`src/rtl/uart_word_loader.sv`:
```
// UART 8N1 receiver plus frame assembler: header byte (sel) + 16-bit word, high byte first.
// Delivers each good frame to the CPU load interface as a one-cycle uart_en strobe.
module uart_word_loader #(
    parameter int CLKS_PER_BIT = 868,
    parameter int TIMEOUT_CLKS = 200000
) (
    input  logic        clk,
    input  logic        reset,
    input  logic        rx,
    output logic        uart_en,
    output logic [15:0] uart_data,
    output logic [1:0]  uart_sel,
    output logic        frame_err,
    output logic        proto_err,
    output logic        busy,
    output logic [15:0] word_cnt
);

    localparam int CNT_W = $clog2(CLKS_PER_BIT);
    localparam int TO_W  = $clog2(TIMEOUT_CLKS + 1);
    localparam logic [CNT_W-1:0] HALF_LOAD = CNT_W'(CLKS_PER_BIT / 2 - 1);
    localparam logic [CNT_W-1:0] FULL_LOAD = CNT_W'(CLKS_PER_BIT - 1);
    localparam logic [TO_W-1:0]  TO_LAST   = TO_W'(TIMEOUT_CLKS - 1);
    localparam logic [5:0]       HDR_TAG   = 6'b101010;

    typedef enum logic [2:0] {
        R_IDLE   = 3'd0,
        R_START  = 3'd1,
        R_DATA   = 3'd2,
        R_STOP   = 3'd3,
        R_WAITHI = 3'd4
    } r_state_t;

    typedef enum logic [1:0] {
        A_HDR = 2'd0,
        A_HI  = 2'd1,
        A_LO  = 2'd2
    } a_state_t;

    logic             rx_meta_r;
    logic             rxs_r;
    r_state_t         r_state_r;
    r_state_t         r_next_s;
    a_state_t         a_state_r;
    a_state_t         a_next_s;
    logic [CNT_W-1:0] bit_cnt_r;
    logic [2:0]       bit_idx_r;
    logic [7:0]       shift_r;
    logic [TO_W-1:0]  to_cnt_r;
    logic [1:0]       sel_r;
    logic [7:0]       hi_r;

    logic load_half_s;
    logic load_full_s;
    logic cnt_dec_s;
    logic sample_s;
    logic bit_clr_s;
    logic start_det_s;
    logic byte_valid_s;
    logic frame_err_s;
    logic bit_cnt_zero_s;
    logic to_run_s;
    logic timeout_s;
    logic hdr_bad_s;
    logic latch_sel_s;
    logic latch_hi_s;
    logic deliver_s;

    assign bit_cnt_zero_s = (bit_cnt_r == {CNT_W{1'b0}});

    // Two-flop synchroniser for the asynchronous serial input (idles high).
    always_ff @(posedge clk or negedge reset) begin
        if (!reset) begin
            rx_meta_r <= 1'b1;
            rxs_r     <= 1'b1;
        end else begin
            rx_meta_r <= rx;
            rxs_r     <= rx_meta_r;
        end
    end

    // Receiver and assembler state registers.
    always_ff @(posedge clk or negedge reset) begin
        if (!reset) begin
            r_state_r <= R_IDLE;
            a_state_r <= A_HDR;
        end else begin
            r_state_r <= r_next_s;
            a_state_r <= a_next_s;
        end
    end

    // Receiver next-state and per-cycle control strobes.
    always_comb begin
        r_next_s     = r_state_r;
        load_half_s  = 1'b0;
        load_full_s  = 1'b0;
        cnt_dec_s    = 1'b0;
        sample_s     = 1'b0;
        bit_clr_s    = 1'b0;
        start_det_s  = 1'b0;
        byte_valid_s = 1'b0;
        frame_err_s  = 1'b0;
        case (r_state_r)
            R_IDLE: begin
                if (!rxs_r) begin
                    r_next_s    = R_START;
                    load_half_s = 1'b1;
                    start_det_s = 1'b1;
                end else begin
                    r_next_s = R_IDLE;
                end
            end
            R_START: begin
                if (bit_cnt_zero_s) begin
                    // A start bit that is high again at mid-bit was only a glitch.
                    if (!rxs_r) begin
                        r_next_s    = R_DATA;
                        load_full_s = 1'b1;
                        bit_clr_s   = 1'b1;
                    end else begin
                        r_next_s = R_IDLE;
                    end
                end else begin
                    cnt_dec_s = 1'b1;
                end
            end
            R_DATA: begin
                if (bit_cnt_zero_s) begin
                    sample_s    = 1'b1;
                    load_full_s = 1'b1;
                    if (bit_idx_r == 3'd7) begin
                        r_next_s = R_STOP;
                    end else begin
                        r_next_s = R_DATA;
                    end
                end else begin
                    cnt_dec_s = 1'b1;
                end
            end
            R_STOP: begin
                if (bit_cnt_zero_s) begin
                    if (rxs_r) begin
                        byte_valid_s = 1'b1;
                        r_next_s     = R_IDLE;
                    end else begin
                        frame_err_s = 1'b1;
                        r_next_s    = R_WAITHI;
                    end
                end else begin
                    cnt_dec_s = 1'b1;
                end
            end
            R_WAITHI: begin
                if (rxs_r) begin
                    r_next_s = R_IDLE;
                end else begin
                    r_next_s = R_WAITHI;
                end
            end
            default: begin
                r_next_s = R_IDLE;
            end
        endcase
    end

    // Bit timer, bit index and LSB-first shift register.
    always_ff @(posedge clk or negedge reset) begin
        if (!reset) begin
            bit_cnt_r <= {CNT_W{1'b0}};
            bit_idx_r <= 3'd0;
            shift_r   <= 8'd0;
        end else begin
            if (load_half_s) begin
                bit_cnt_r <= HALF_LOAD;
            end else if (load_full_s) begin
                bit_cnt_r <= FULL_LOAD;
            end else if (cnt_dec_s) begin
                bit_cnt_r <= bit_cnt_r - CNT_W'(1);
            end else begin
                bit_cnt_r <= bit_cnt_r;
            end
            if (bit_clr_s) begin
                bit_idx_r <= 3'd0;
            end else if (sample_s) begin
                bit_idx_r <= bit_idx_r + 3'd1;
            end else begin
                bit_idx_r <= bit_idx_r;
            end
            if (sample_s) begin
                shift_r <= {rxs_r, shift_r[7:1]};
            end else begin
                shift_r <= shift_r;
            end
        end
    end

    // Assembler next-state; a framing error outranks everything, then timeout, then a new byte.
    always_comb begin
        a_next_s    = a_state_r;
        to_run_s    = 1'b0;
        timeout_s   = 1'b0;
        hdr_bad_s   = 1'b0;
        latch_sel_s = 1'b0;
        latch_hi_s  = 1'b0;
        deliver_s   = 1'b0;
        // A start detect in the same cycle suppresses the timeout.
        if ((a_state_r != A_HDR) && (r_state_r == R_IDLE) && !start_det_s) begin
            to_run_s  = 1'b1;
            timeout_s = (to_cnt_r == TO_LAST);
        end else begin
            to_run_s  = 1'b0;
            timeout_s = 1'b0;
        end
        if (frame_err_s) begin
            a_next_s = A_HDR;
        end else if (timeout_s) begin
            a_next_s = A_HDR;
        end else if (byte_valid_s) begin
            case (a_state_r)
                A_HDR: begin
                    if (shift_r[7:2] == HDR_TAG) begin
                        latch_sel_s = 1'b1;
                        a_next_s    = A_HI;
                    end else begin
                        hdr_bad_s = 1'b1;
                        a_next_s  = A_HDR;
                    end
                end
                A_HI: begin
                    latch_hi_s = 1'b1;
                    a_next_s   = A_LO;
                end
                A_LO: begin
                    deliver_s = 1'b1;
                    a_next_s  = A_HDR;
                end
                default: begin
                    a_next_s = A_HDR;
                end
            endcase
        end else begin
            a_next_s = a_state_r;
        end
    end

    // Inter-byte timeout counter and the partial-frame latches.
    always_ff @(posedge clk or negedge reset) begin
        if (!reset) begin
            to_cnt_r <= {TO_W{1'b0}};
            sel_r    <= 2'd0;
            hi_r     <= 8'd0;
        end else begin
            if (start_det_s || timeout_s || (a_state_r == A_HDR)) begin
                to_cnt_r <= {TO_W{1'b0}};
            end else if (to_run_s) begin
                to_cnt_r <= to_cnt_r + TO_W'(1);
            end else begin
                to_cnt_r <= to_cnt_r;
            end
            if (frame_err_s || timeout_s) begin
                sel_r <= 2'd0;
                hi_r  <= 8'd0;
            end else begin
                if (latch_sel_s) begin
                    sel_r <= shift_r[1:0];
                end else begin
                    sel_r <= sel_r;
                end
                if (latch_hi_s) begin
                    hi_r <= shift_r;
                end else begin
                    hi_r <= hi_r;
                end
            end
        end
    end

    // Registered CPU-facing outputs; busy mirrors the states being entered.
    always_ff @(posedge clk or negedge reset) begin
        if (!reset) begin
            uart_en   <= 1'b0;
            uart_data <= 16'd0;
            uart_sel  <= 2'd0;
            frame_err <= 1'b0;
            proto_err <= 1'b0;
            busy      <= 1'b0;
            word_cnt  <= 16'd0;
        end else begin
            uart_en   <= deliver_s;
            frame_err <= frame_err_s;
            proto_err <= hdr_bad_s | timeout_s;
            busy      <= (r_next_s != R_IDLE) || (a_next_s != A_HDR);
            if (deliver_s) begin
                uart_data <= {hi_r, shift_r};
                uart_sel  <= sel_r;
                word_cnt  <= word_cnt + 16'd1;
            end else begin
                uart_data <= uart_data;
                uart_sel  <= uart_sel;
                word_cnt  <= word_cnt;
            end
        end
    end

endmodule

```
`config.mk`:
```
export PLATFORM = sky130hd
export DESIGN_NAME = uart_word_loader
export DESIGN_NICKNAME = d
export VERILOG_FILES = /design/src/rtl/uart_word_loader.sv
export SDC_FILE = /design/constraint.sdc
export NUM_CORES = 1
export LEC_CHECK = 0
export CAP_MARGIN = 15
export CORE_MARGIN = 2
export CORE_UTILIZATION = 60
export CTS_BUF_LIST = sky130_fd_sc_hd__clkbuf_4 sky130_fd_sc_hd__clkbuf_8
export DETAILED_ROUTE_END_ITERATION = 12
export GPL_ROUTABILITY_DRIVEN = 0
export PLACE_DENSITY = 0.83
export SLEW_MARGIN = 20
export SYNTH_ARGS = -nofsm -noshare
export SYNTH_HDL_FRONTEND = slang
export SYNTH_SLANG_ARGS = --single-unit
export TNS_END_PERCENT = 10
```
`constraint.sdc`:
```
create_clock -name clk -period 5.1 [get_ports clk]
set_input_delay 1.02 -clock clk [delete_from_list [all_inputs] [get_ports clk]]
set_output_delay 1.02 -clock clk [all_outputs]
set_load 0.005 [all_outputs]
```
==> flow_summary.rst <==
.. list-table::
   :header-rows: 1

   * - Metric
     - Value
   * - Critical Path Max Stage Delay
     - 600 ps
   * - Start point of the worst min-delay path
     - rx_meta_r
   * - Overall via count from detail_route
     - 3568
   * - Clock transition at the registers of the reported paths
     - 100 ps
   * - Worst flop-to-flop path endpoint
     - hi_r[0]
   * - Fin Setup TNS
     - 0 ps
   * - Via count of the first global-routing pass
     - 3405
   * - Max-Cap Viols
     - 0
   * - EDFF count, synth
     - 0
   * - Relative slew slack
     - 0.481
   * - Post-synthesis instance area
     - 4550 um2
   * - Req. time, crit path
     - 5390 ps
   * - Synthesized Nets
     - 463
   * - Post-cts resize count
     - 0
   * - Clock latency at the later pin of the worst-skew pair
     - 370 ps
   * - Layout-stage area growth over the synthesis result
     - 13.7%
   * - Crit-path slowest cell
     - nor2_1
   * - Buffers added on ports
     - 40
   * - Gate count of the mapped netlist
     - 454
   * - Worst min path class
     - reg -> reg
   * - FFs w/ async S/R, synth
     - 1.00
   * - Placement Rows
     - 31
   * - Final core area utilization
     - 0.710
   * - Number of ports placed on the die boundary
     - 41
   * - Top post-synthesis cells by count
     - dfrtp_1 (92), nand2_1 (80), nor2_1 (26)
   * - Largest net degree at the start of global routing
     - 55
   * - Worst setup slack for register-to-register paths
     - 2390 ps
   * - Num CTS Buffers
     - 9
   * - Number of synthesized register bits
     - 94
   * - Leftover overflow at the end of global routing
     - 0
   * - Top-count cell post-synth
     - dfrtp_1
   * - GRT Overall Usage
     - 0.238
   * - Max Slew Vio Count
     - 0
   * - Met1 GRT Util
     - 0.317
   * - Clock net sink count
     - 94
   * - CTS tree
     - done
   * - WL final
     - 9220 um
   * - Final critical-path share of the clock period
     - 0.531
   * - Placement-stage cell area
     - 4990 um2
   * - Critical Path Source
     - bit_cnt_r[0]
   * - Hold path depth
     - 0
   * - Power Density
     - 237 nW/um2
   * - Layout cell share with drive strength beyond 1
     - 0.0878
   * - Number of hold buffers added after CTS
     - 0
   * - Count of different cell masters after synthesis
     - 59
   * - Crit end category
     - flip-flop
   * - Deepest clock path buffer count
     - 2
   * - Post-CTS setup buffer count
     - 0
   * - Antenna violations before repair
     - 0
   * - Commonest register cell after synthesis
     - dfrtp_1
   * - Share of the synthesized area in the top cell type
     - 0.505
   * - Category of the most critical setup path
     - reg -> reg
   * - Crit Reg-Reg Startpoint
     - bit_cnt_r[0]
   * - Worst supply voltage drop on vdd
     - 0.214 mV
   * - Initial DRC Count
     - 147
   * - Most congested layer reported by global routing
     - met2
   * - Startpoint type of the worst setup path
     - flip-flop
   * - Buf+Inv Stages, Crit Path
     - 1
   * - Clock Skew
     - 14.7 ps
   * - Critical-path cell list
     - inv_1 > ha_1 > nor3b_1 > nand4_1 > nor2_1 > o2bb2ai_1
   * - Post-detailed-route via-to-cell ratio
     - 6.06
   * - Root cell of the clock tree
     - clkbuf_8
   * - Mean instance size in the synthesized netlist
     - 10.0 um2
   * - Number of nets in the finished design
     - 494
   * - Length in cells of the worst reg-to-reg path
     - 6
   * - Yosys synthesis warning count
     - 0
   * - Post-route total power
     - 1.23 mW
   * - Cell accounting for the most synthesized area
     - dfrtp_1
   * - Global-route wire length before repair
     - 16000 um
   * - Setup violators final
     - 0
   * - Time the worst path needs with I/O delays and setup
     - 2710 ps
   * - Core region area
     - 7290 um2
   * - Maximum level of the CTS H-tree
     - 3
   * - GR Layer Usage met3
     - 0.0506
   * - Die span in x
     - 91.1 um
   * - Number of detailed-route iterations in the first pass
     - 4
   * - Final cell count without fillers
     - 589
   * - Total placed cells including tap cells
     - 573
   * - Worst EP arrival
     - 3000 ps
   * - Top fanout value on the critical path
     - 15
   * - Remaining routing DRC violations
     - 0
   * - Result of the run
     - finished clean
   * - Antenna-violating nets left
     - 0
   * - Final hold vios
     - 0
   * - Detailed placement HPWL
     - 6500 um
   * - Antenna Cells
     - 0
   * - Sequential element share of the synthesized area
     - 0.517
   * - Wirelength per Cell
     - 15.7 um
   * - Leakage component of the power
     - 2.28 nW
   * - Met2 track demand over resource
     - 0.395
   * - Final instance area
     - 5180 um2
   * - RSZ-0062 raised after global routing
     - false
   * - Worst-Margin Slew
     - 779 ps
   * - Cell types with the largest area share after synthesis
     - dfrtp_1 (51%), nand2_1 (6.6%), xor2_1 (3.3%)
   * - Vertical die dimension
     - 91.1 um
   * - Min-Delay Endpoint
     - rxs_r
   * - Starting utilization of the core area
     - 0.625
   * - Cell type group with the largest total delay on the critical path
     - simple AND/OR/NAND/NOR gates
   * - Area of the die
     - 8300 um2
   * - Max Fclk
     - 0.370 GHz
[sequential cells by signal, summed over array words and instances (netlist names)]
register,count
busy,1
r_state_r,3
proto_err,1
uart_en,1
uart_data,16
shift_r,8
word_cnt,16
sel_r,2
frame_err,1
to_cnt_r,18
uart_sel,2
bit_cnt_r,10
hi_r,8
a_state_r,2
bit_idx_r,3
rxs_r,1
rx_meta_r,1
[metal layers]
layer / share of wire / wire length [um]
met1: 0.45 / 4170
met2: 0.50 / 4610
met3: 0.034 / 313
met4: 0.014 / 133
met5: 0 / 0
[logic make-up (layout without fill, tap and decap cells)]
logic type                 Yosys count  count (layout)  share of synthesized area
and+or+nand+nor                    210             210                      0.240
DFF                                 94              94                      0.517
AOI/OAI and AO/OA                   73              73                      0.118
buffers and inverters               33              69                     0.0305
xor gates and xnor gates            26              26                     0.0500
muxes                               12              12                     0.0286
adders and majority gates            6               6                     0.0165
[cell usage in the layout, fill, tap and decap left out, types with 5 or more instances in the layout]
cell and instances:
a21oi_1 16, and3_1 5, clkbuf_8 9, clkdlybuf4s50_1 39, dfrtp_1 92, ha_1 6, inv_1 11, mux2_2 8
nand2_1 80, nand3_1 20, nand4_1 16, nor2_1 26, nor3_1 10, nor4_1 8, nor4b_1 5, o21ai_0 17
o2bb2ai_1 8, o31ai_1 5, or3_1 9, or4_1 7, xnor2_1 9, xor2_1 17
[report_power, final]
group	total [mW]	switching (mW)	leakage [nW]	internal, mW
combinational	0.0172	0.0148	0.900	0.00234
sequential	0.747	0.00134	1.28	0.746
clock	0.464	0.277	0.0940	0.187
[worst max path at each step]
| stage | endpoint | cells after the start |
|---|---|---|
| 6_report | hi_r[0] | 6 |
| 5_1_grt | hi_r[0] | 6 |
| 4_1_cts | hi_r[3] | 6 |
| 3_5_place_dp | hi_r[3] | 6 |
| 3_3_place_gp | hi_r[7] | 6 |
| 2_1_floorplan | bit_cnt_r[9] | 6 |
[layout make-up]
cell class | count | area, um2
clock buffers | 9 | 124
repair buffers | 42 | 413
well taps | 99 | 124
fillers | 561 | 2110
inverters | 11 | 41.3
clock inverters | 7 | 61.3
flip-flops and latches | 94 | 2350
multi-input cells | 327 | 2060
[metrics by stage]
step                      setup WS (ps)  hold WS [ps]
final                              2390           361
after global routing               2130           370
after CTS                          2400           363
after detailed placement           2460           349
after global placement             2560           346
after floorplan                    3050           345
(Power assumes the default switching activity.)
